--- config.mk ---
export PLATFORM = sky130hd
export DESIGN_NAME = icache_line_controller
export DESIGN_NICKNAME = d
export VERILOG_FILES = /design/src/rtl/icache_line_controller_pkg.sv /design/src/rtl/icache_line_controller_tag.sv /design/src/rtl/icache_line_controller.sv
export SDC_FILE = /design/constraint.sdc
export NUM_CORES = 1
export LEC_CHECK = 0
export BUFFER_PORTS_ARGS = -buffer_cell sky130_fd_sc_hd__clkbuf_2
export CAP_MARGIN = 20
export CORE_AREA = 4 4 167 209
export CTS_BUF_LIST = sky130_fd_sc_hd__clkbuf_4 sky130_fd_sc_hd__clkbuf_8
export CTS_CLUSTER_DIAMETER = 100
export CTS_CLUSTER_SIZE = 25
export DETAILED_ROUTE_END_ITERATION = 8
export DIE_AREA = 0 0 171 213
export HOLD_SLACK_MARGIN = 0.15
export PLACE_DENSITY = 0.81
export SLEW_MARGIN = 40
export SYNTH_ARGS = -nofsm -noshare
export SYNTH_HDL_FRONTEND = slang
export SYNTH_SLANG_ARGS = --single-unit
--- constraint.sdc ---
create_clock -name CLK -period 8.6 [get_ports CLK]
set_input_delay 0 -clock CLK [delete_from_list [all_inputs] [get_ports CLK]]
set_output_delay 0 -clock CLK [all_outputs]
set_load 0.01 [all_outputs]
--- src/rtl/icache_line_controller_pkg.sv ---
// -----------------------------------------------------------------------------
// icache_line_controller_pkg
// Shared constants and types for the direct-mapped instruction cache line
// controller: geometry, address field positions, refill FSM state encoding.
// -----------------------------------------------------------------------------
package icache_line_controller_pkg;

  localparam int LINES       = 16;
  localparam int IDX_W       = 4;
  localparam int TAG_W       = 24;
  localparam int LINE_W      = 128;
  localparam int WORD_W      = 32;
  localparam int BLK_W       = 28;
  localparam int CNT_W       = 8;
  localparam int MEM_LAT_MAX = 255;

  // Address field positions within the 32-bit fetch PC.
  localparam int TAG_MSB  = 31;
  localparam int TAG_LSB  = 8;
  localparam int IDX_MSB  = 7;
  localparam int IDX_LSB  = 4;
  localparam int WORD_MSB = 3;
  localparam int WORD_LSB = 2;

  typedef enum logic [1:0] {
    ST_IDLE     = 2'd0,
    ST_MEM_READ = 2'd1,
    ST_UPDATE   = 2'd2
  } state_e;

endpackage

--- src/rtl/icache_line_controller_tag.sv ---
// -----------------------------------------------------------------------------
// icache_tag_store
// 16-entry tag + valid store for the direct-mapped instruction cache.
//   clk_i      : clock, all updates on the rising edge
//   clr_n_i    : synchronous active-low clear of every valid bit (wins over write)
//   we_i       : write strobe; tag[wr_idx_i] <= wr_tag_i, valid[wr_idx_i] <= 1
//   wr_idx_i   : line written
//   wr_tag_i   : tag written
//   rd_idx_i   : line looked up
//   rd_tag_i   : tag compared against the stored tag
//   hit_o      : combinational valid && tag match for rd_idx_i
// -----------------------------------------------------------------------------
module icache_tag_store
  import icache_line_controller_pkg::*;
(
  input  logic             clk_i,
  input  logic             clr_n_i,
  input  logic             we_i,
  input  logic [IDX_W-1:0] wr_idx_i,
  input  logic [TAG_W-1:0] wr_tag_i,
  input  logic [IDX_W-1:0] rd_idx_i,
  input  logic [TAG_W-1:0] rd_tag_i,
  output logic             hit_o
);

  logic [LINES-1:0] valid_q;
  logic [TAG_W-1:0] tag_q [LINES];

  // NOTE: sequential state is written with non-blocking assignments so every
  // flop samples the pre-edge values, independent of process ordering.
  always_ff @(posedge clk_i) begin
    if (!clr_n_i) begin
      valid_q <= '0;
    end else if (we_i) begin
      valid_q[wr_idx_i] <= 1'b1;
    end
  end

  // NOTE: the tag array has no reset; a stale tag is harmless because the
  // valid bit gates every hit, and leaving it unreset keeps it a plain RAM.
  always_ff @(posedge clk_i) begin
    if (we_i) begin
      tag_q[wr_idx_i] <= wr_tag_i;
    end
  end

  assign hit_o = valid_q[rd_idx_i] && (tag_q[rd_idx_i] == rd_tag_i);

endmodule

--- src/rtl/icache_line_controller.sv ---
// -----------------------------------------------------------------------------
// icache_line_controller
// Tag/valid store and miss-handling FSM for a 16-line direct-mapped I-cache
// with 128-bit lines held in an external data array.
//   CLK          : clock
//   RESET        : synchronous active-low reset
//   ADDRESS      : fetch PC (held stable by the pipeline while BUSYWAIT=1)
//   FLUSH        : invalidate all lines (honoured in IDLE only)
//   LINE_DATA    : data array line selected by LINE_SELECT
//   LINE_SELECT  : data array read/write index = ADDRESS[7:4]
//   DATA_WRITE   : one-cycle write strobe to the data array (UPDATE state)
//   INSTRUCTION  : word ADDRESS[3:2] of LINE_DATA
//   BUSYWAIT     : pipeline stall
//   MEM_READ     : refill request
//   MEM_ADDRESS  : refill block address {tag, index}
//   MEM_BUSYWAIT : memory busy; refill completes on the first low cycle
//   MEM_TIMEOUT  : sticky flag, set when a refill waits MEM_LAT_MAX cycles
// -----------------------------------------------------------------------------
module icache_line_controller
  import icache_line_controller_pkg::*;
(
  input  logic              CLK,
  input  logic              RESET,
  input  logic [31:0]       ADDRESS,
  input  logic              FLUSH,
  input  logic [LINE_W-1:0] LINE_DATA,
  output logic [IDX_W-1:0]  LINE_SELECT,
  output logic              DATA_WRITE,
  output logic [WORD_W-1:0] INSTRUCTION,
  output logic              BUSYWAIT,
  output logic              MEM_READ,
  output logic [BLK_W-1:0]  MEM_ADDRESS,
  input  logic              MEM_BUSYWAIT,
  output logic              MEM_TIMEOUT
);

  state_e           state_q, state_d;
  logic [CNT_W-1:0] cnt_q, cnt_d;
  logic             timeout_q, timeout_d;
  logic             flush_clr;
  logic             hit;

  logic [TAG_W-1:0] addr_tag;
  logic [IDX_W-1:0] addr_idx;
  logic [1:0]       addr_word;

  assign addr_tag  = ADDRESS[TAG_MSB:TAG_LSB];
  assign addr_idx  = ADDRESS[IDX_MSB:IDX_LSB];
  assign addr_word = ADDRESS[WORD_MSB:WORD_LSB];

  // Reset and an IDLE flush share the tag store's synchronous valid clear.
  icache_tag_store u_tag_store (
    .clk_i    (CLK),
    .clr_n_i  (RESET && !flush_clr),
    .we_i     (DATA_WRITE),
    .wr_idx_i (addr_idx),
    .wr_tag_i (addr_tag),
    .rd_idx_i (addr_idx),
    .rd_tag_i (addr_tag),
    .hit_o    (hit)
  );

  always_ff @(posedge CLK) begin
    if (!RESET) begin
      state_q   <= ST_IDLE;
      cnt_q     <= '0;
      timeout_q <= 1'b0;
    end else begin
      state_q   <= state_d;
      cnt_q     <= cnt_d;
      timeout_q <= timeout_d;
    end
  end

  // NOTE: every output of this block gets a default first, so no path
  // through the case statement can leave a signal unassigned (no latches).
  always_comb begin
    state_d    = state_q;
    cnt_d      = cnt_q;
    timeout_d  = timeout_q;
    BUSYWAIT   = 1'b1;
    MEM_READ   = 1'b0;
    DATA_WRITE = 1'b0;
    flush_clr  = 1'b0;
    unique case (state_q)
      ST_IDLE: begin
        BUSYWAIT = !hit;
        if (FLUSH) begin
          flush_clr = 1'b1;
          BUSYWAIT  = 1'b1;
        end else if (!hit) begin
          state_d = ST_MEM_READ;
          cnt_d   = '0;
        end
      end
      ST_MEM_READ: begin
        MEM_READ = 1'b1;
        // The flag only reports a slow memory; the refill keeps waiting.
        if (cnt_q == CNT_W'(MEM_LAT_MAX)) begin
          timeout_d = 1'b1;
        end
        if (!MEM_BUSYWAIT) begin
          state_d = ST_UPDATE;
          cnt_d   = '0;
        end else if (cnt_q != CNT_W'(MEM_LAT_MAX)) begin
          cnt_d = cnt_q + 1'b1;
        end
      end
      ST_UPDATE: begin
        DATA_WRITE = 1'b1;
        state_d    = ST_IDLE;
      end
      default: begin
        state_d = ST_IDLE;
      end
    endcase
  end

  assign LINE_SELECT = addr_idx;
  assign MEM_ADDRESS = ADDRESS[TAG_MSB:IDX_LSB];
  assign MEM_TIMEOUT = timeout_q;

  always_comb begin
    unique case (addr_word)
      2'd0:    INSTRUCTION = LINE_DATA[31:0];
      2'd1:    INSTRUCTION = LINE_DATA[63:32];
      2'd2:    INSTRUCTION = LINE_DATA[95:64];
      default: INSTRUCTION = LINE_DATA[127:96];
    endcase
  end

endmodule

==> results_dict.tcl <==
set metrics [dict create \
    io_pins 232 \
    combPwrFrac 0.099 \
    rows 74 \
    grt_pass1_wl_mm 61.28 \
    start_kind "input pin" \
    instances_no_fill 1576 \
    max_stage_delay_ns 0.63 \
    portBuffers 229 \
    setup.worst_path.class "input pin to output port" \
    ys_warn_count 0 \
    synth_cell_type_count 66 \
    viasPerCell 6.260 \
    clock.fmax_ghz 0.2503 \
    grt_pass1_vias 9905 \
    max_slew.worst_pin.slew_ns 0.8501 \
    cpMostUsedCell "buf_6" \
    slew_viol_final 0 \
    setup_viol 0 \
    ant_nets 0 \
    switching_power_uw 745.4 \
    clkTransAtPathRegs_ns 0.15 \
    clk_path_buf_depth 3 \
    via_count 9865 \
    drt_iter0_drc 1175 \
    tritoncts "built" \
    hpwlAfterDp_mm 27.57 \
    rsz0062_at_grt "no" \
    skew_ns 0.02789 \
    p_seq_frac 0.648 \
    crit_buf_inv 3 \
    antenna_found_initial 3 \
    final_area_um2 19630 \
    async_flop_share 0 \
    dr.pass1.iters 5 \
    ir_worst_vdd_v 0.0001728 \
    arrival_ns 3.99 \
    place_area_um2 18920 \
    endpoint_kind "output port" \
    die_w_um 171 \
    finalCritPeriodShare 0.4645 \
    slew_headroom 0.4327 \
    initial_utilization 0.5347 \
    final_common_cell "edfxtp_1" \
    synth_edf_count 384 \
    die_h_um 213 \
    cp_slowest_cell "buf_6" \
    drc 0 \
    period_needed_ns 3.994 \
    coreArea_um2 32780 \
    pwr-share-clk 0.254 \
    grt_overflow 0 \
    layout_common_cells "edfxtp_1 (384), clkbuf_2 (225), mux4_2 (118), mux2i_1 (69), dlygate4sd3_1 (29)" \
    hp-class "input pin to flip-flop" \
    gp_congestion 0.8688 \
    tns_ns 0 \
    cts.sinks 411 \
    critical_path_peak_fanout 49 \
    place_ws_ns 4.632 \
    n_antenna_cell 0 \
    cap_viol_max_count 0 \
    cp.required_ns 8.60 \
    grt_max_degree 50 \
    cts_buffers 20 \
    dp.cells 1511 \
    p_leak_uw 0.006807 \
    wl_mm 42.41 \
    postSynthAreaPerCell_um2 19.03 \
    nets 1309 \
    syn2layout_area_growth_pct 12.00 \
    layout-drive-gt1-share 0.3713 \
    yosysTopAreaCell "edfxtp_1" \
    synth-seq-cells 411 \
    post_cts_resized 0 \
    die_area_um2 36420 \
    switching_share 0.2208 \
    track_usage 0.2283 \
    final_hold_viol_count 0 \
    setup_ws_ns 4.606 \
    p_per_area_nw_per_um2 172.0 \
    outcome "complete, no violations" \
    synthTopCellsByArea "edfxtp_1 (66%), mux4_2 (15%), mux2i_1 (3.9%), dfxtp_1 (3.1%), buf_4 (1.7%)" \
    syn_nets 1086 \
    synth_top_flop_cell "edfxtp_1" \
    ys_seq_area_frac 0.6888 \
    syn_area_um2 17530 \
    r2r_setup_slack_ns 5.17 \
    synth_top_area_share 0.6580 \
    wl_per_cell_um 26.91 \
    p_int_uw 2630 \
    cts_max_level 1 \
    path_delay_family "buffers and inverters" \
    post-route-util 0.5989 \
    clock_latency_ns 0.58 \
    cts_root_buf "clkbuf_8" \
    synthCells 921 \
    crit_chain "buf_6 -> buf_6 -> mux4_2 -> mux2_2 -> a21oi_1 -> o221ai_1 -> or4_1 -> a21oi_2 -> nand4_1 -> or2_1 -> clkbuf_2" \
]
==> metrics by stage <==
stage | total power, µW | hold WS [ns]
after detailed placement | 2555 | 0.2312
after global placement | 2547 | 0.2160
final | 3376 | 0.2852
after CTS | 3390 | 0.2786
after floorplan | 2431 | 0.07580
after global routing | 3488 | 0.3135
==> worst paths after layout <==
path / startpoint / cells after the start / endpoint
worst max-delay path: ADDRESS[4] / 11 / BUSYWAIT
worst min-delay path: ADDRESS[5] / 2 / u_tag_store.tag_q[4][22]
worst max register to register: u_tag_store.tag_q[6][17] / 9 / state_q[1]
worst min register to register: u_tag_store.valid_q[1] / 1 / u_tag_store.valid_q[1]
==> Yosys cell counts (6+ instances only) <==
| cell | count |
|---|---|
| edfxtp_1 | 384 |
| mux4_2 | 118 |
| mux2i_1 | 69 |
| buf_4 | 39 |
| nor2_1 | 29 |
| dfxtp_1 | 27 |
| nand2_1 | 21 |
| xnor2_1 | 18 |
| a21oi_1 | 17 |
| o21a_1 | 16 |
| buf_2 | 15 |
| inv_1 | 12 |
| a22oi_1 | 10 |
| clkbuf_1 | 10 |
| xor2_1 | 9 |
| buf_1 | 8 |
| o21ai_0 | 7 |
| a22o_1 | 6 |
| and3_1 | 6 |
| nor3_1 | 6 |
==> kinds of logic (layout without fill, tap and decap cells) <==
group | count (synthesis) | in the layout | share of synthesized area
compound gates | 99 | 99 | 0.04141
xor+xnor | 27 | 27 | 0.01349
fa+ha+maj | 1 | 1 | 0.0007138
buf+inv | 92 | 329 | 0.03284
flops | 411 | 411 | 0.6888
mux | 190 | 190 | 0.1930
simple gates | 101 | 101 | 0.02977
==> power groups by stage <==
stage	Clock, µW	Combinational [µW]	Sequential, µW
after floorplan	0	199	2230
after global placement	0	315	2230
after detailed placement	0	323	2230
after CTS	869	334	2190
after global routing	945	356	2190
final	856	333	2190
==> timing repair <==
action	in CTS	in global routing
hold buffers	29	0
endpoints found under the hold margin	411	0
setup buffers	0	0
==> sequential cells by signal, summed over array words and instances (netlist names) <==
register / flops
u_tag_store.tag_q: 384
u_tag_store.valid_q: 16
cnt_q: 8
state_q: 2
MEM_TIMEOUT: 1
==> per-layer routing <==
metal,up-vias,GRT usage,part of all wire
li1,4190,-,-
met3,91,0.03148,0.089
met2,565,0.4131,0.53
met5,-,0,0.00064
met4,4,0.07652,0.036
met1,5015,0.2840,0.35
==> layout make-up <==
cell class / instances / area [µm²]
clock buffer: 35 / 394.1
clock inverter: 1 / 16.27
fill: 2344 / 13150
inverter: 13 / 48.80
multi-input combinational: 418 / 4956
sequential: 411 / 12070
tap: 418 / 523.0
timing repair buffer: 280 / 1619
Note: power is estimated with default switching activity, not from simulation.
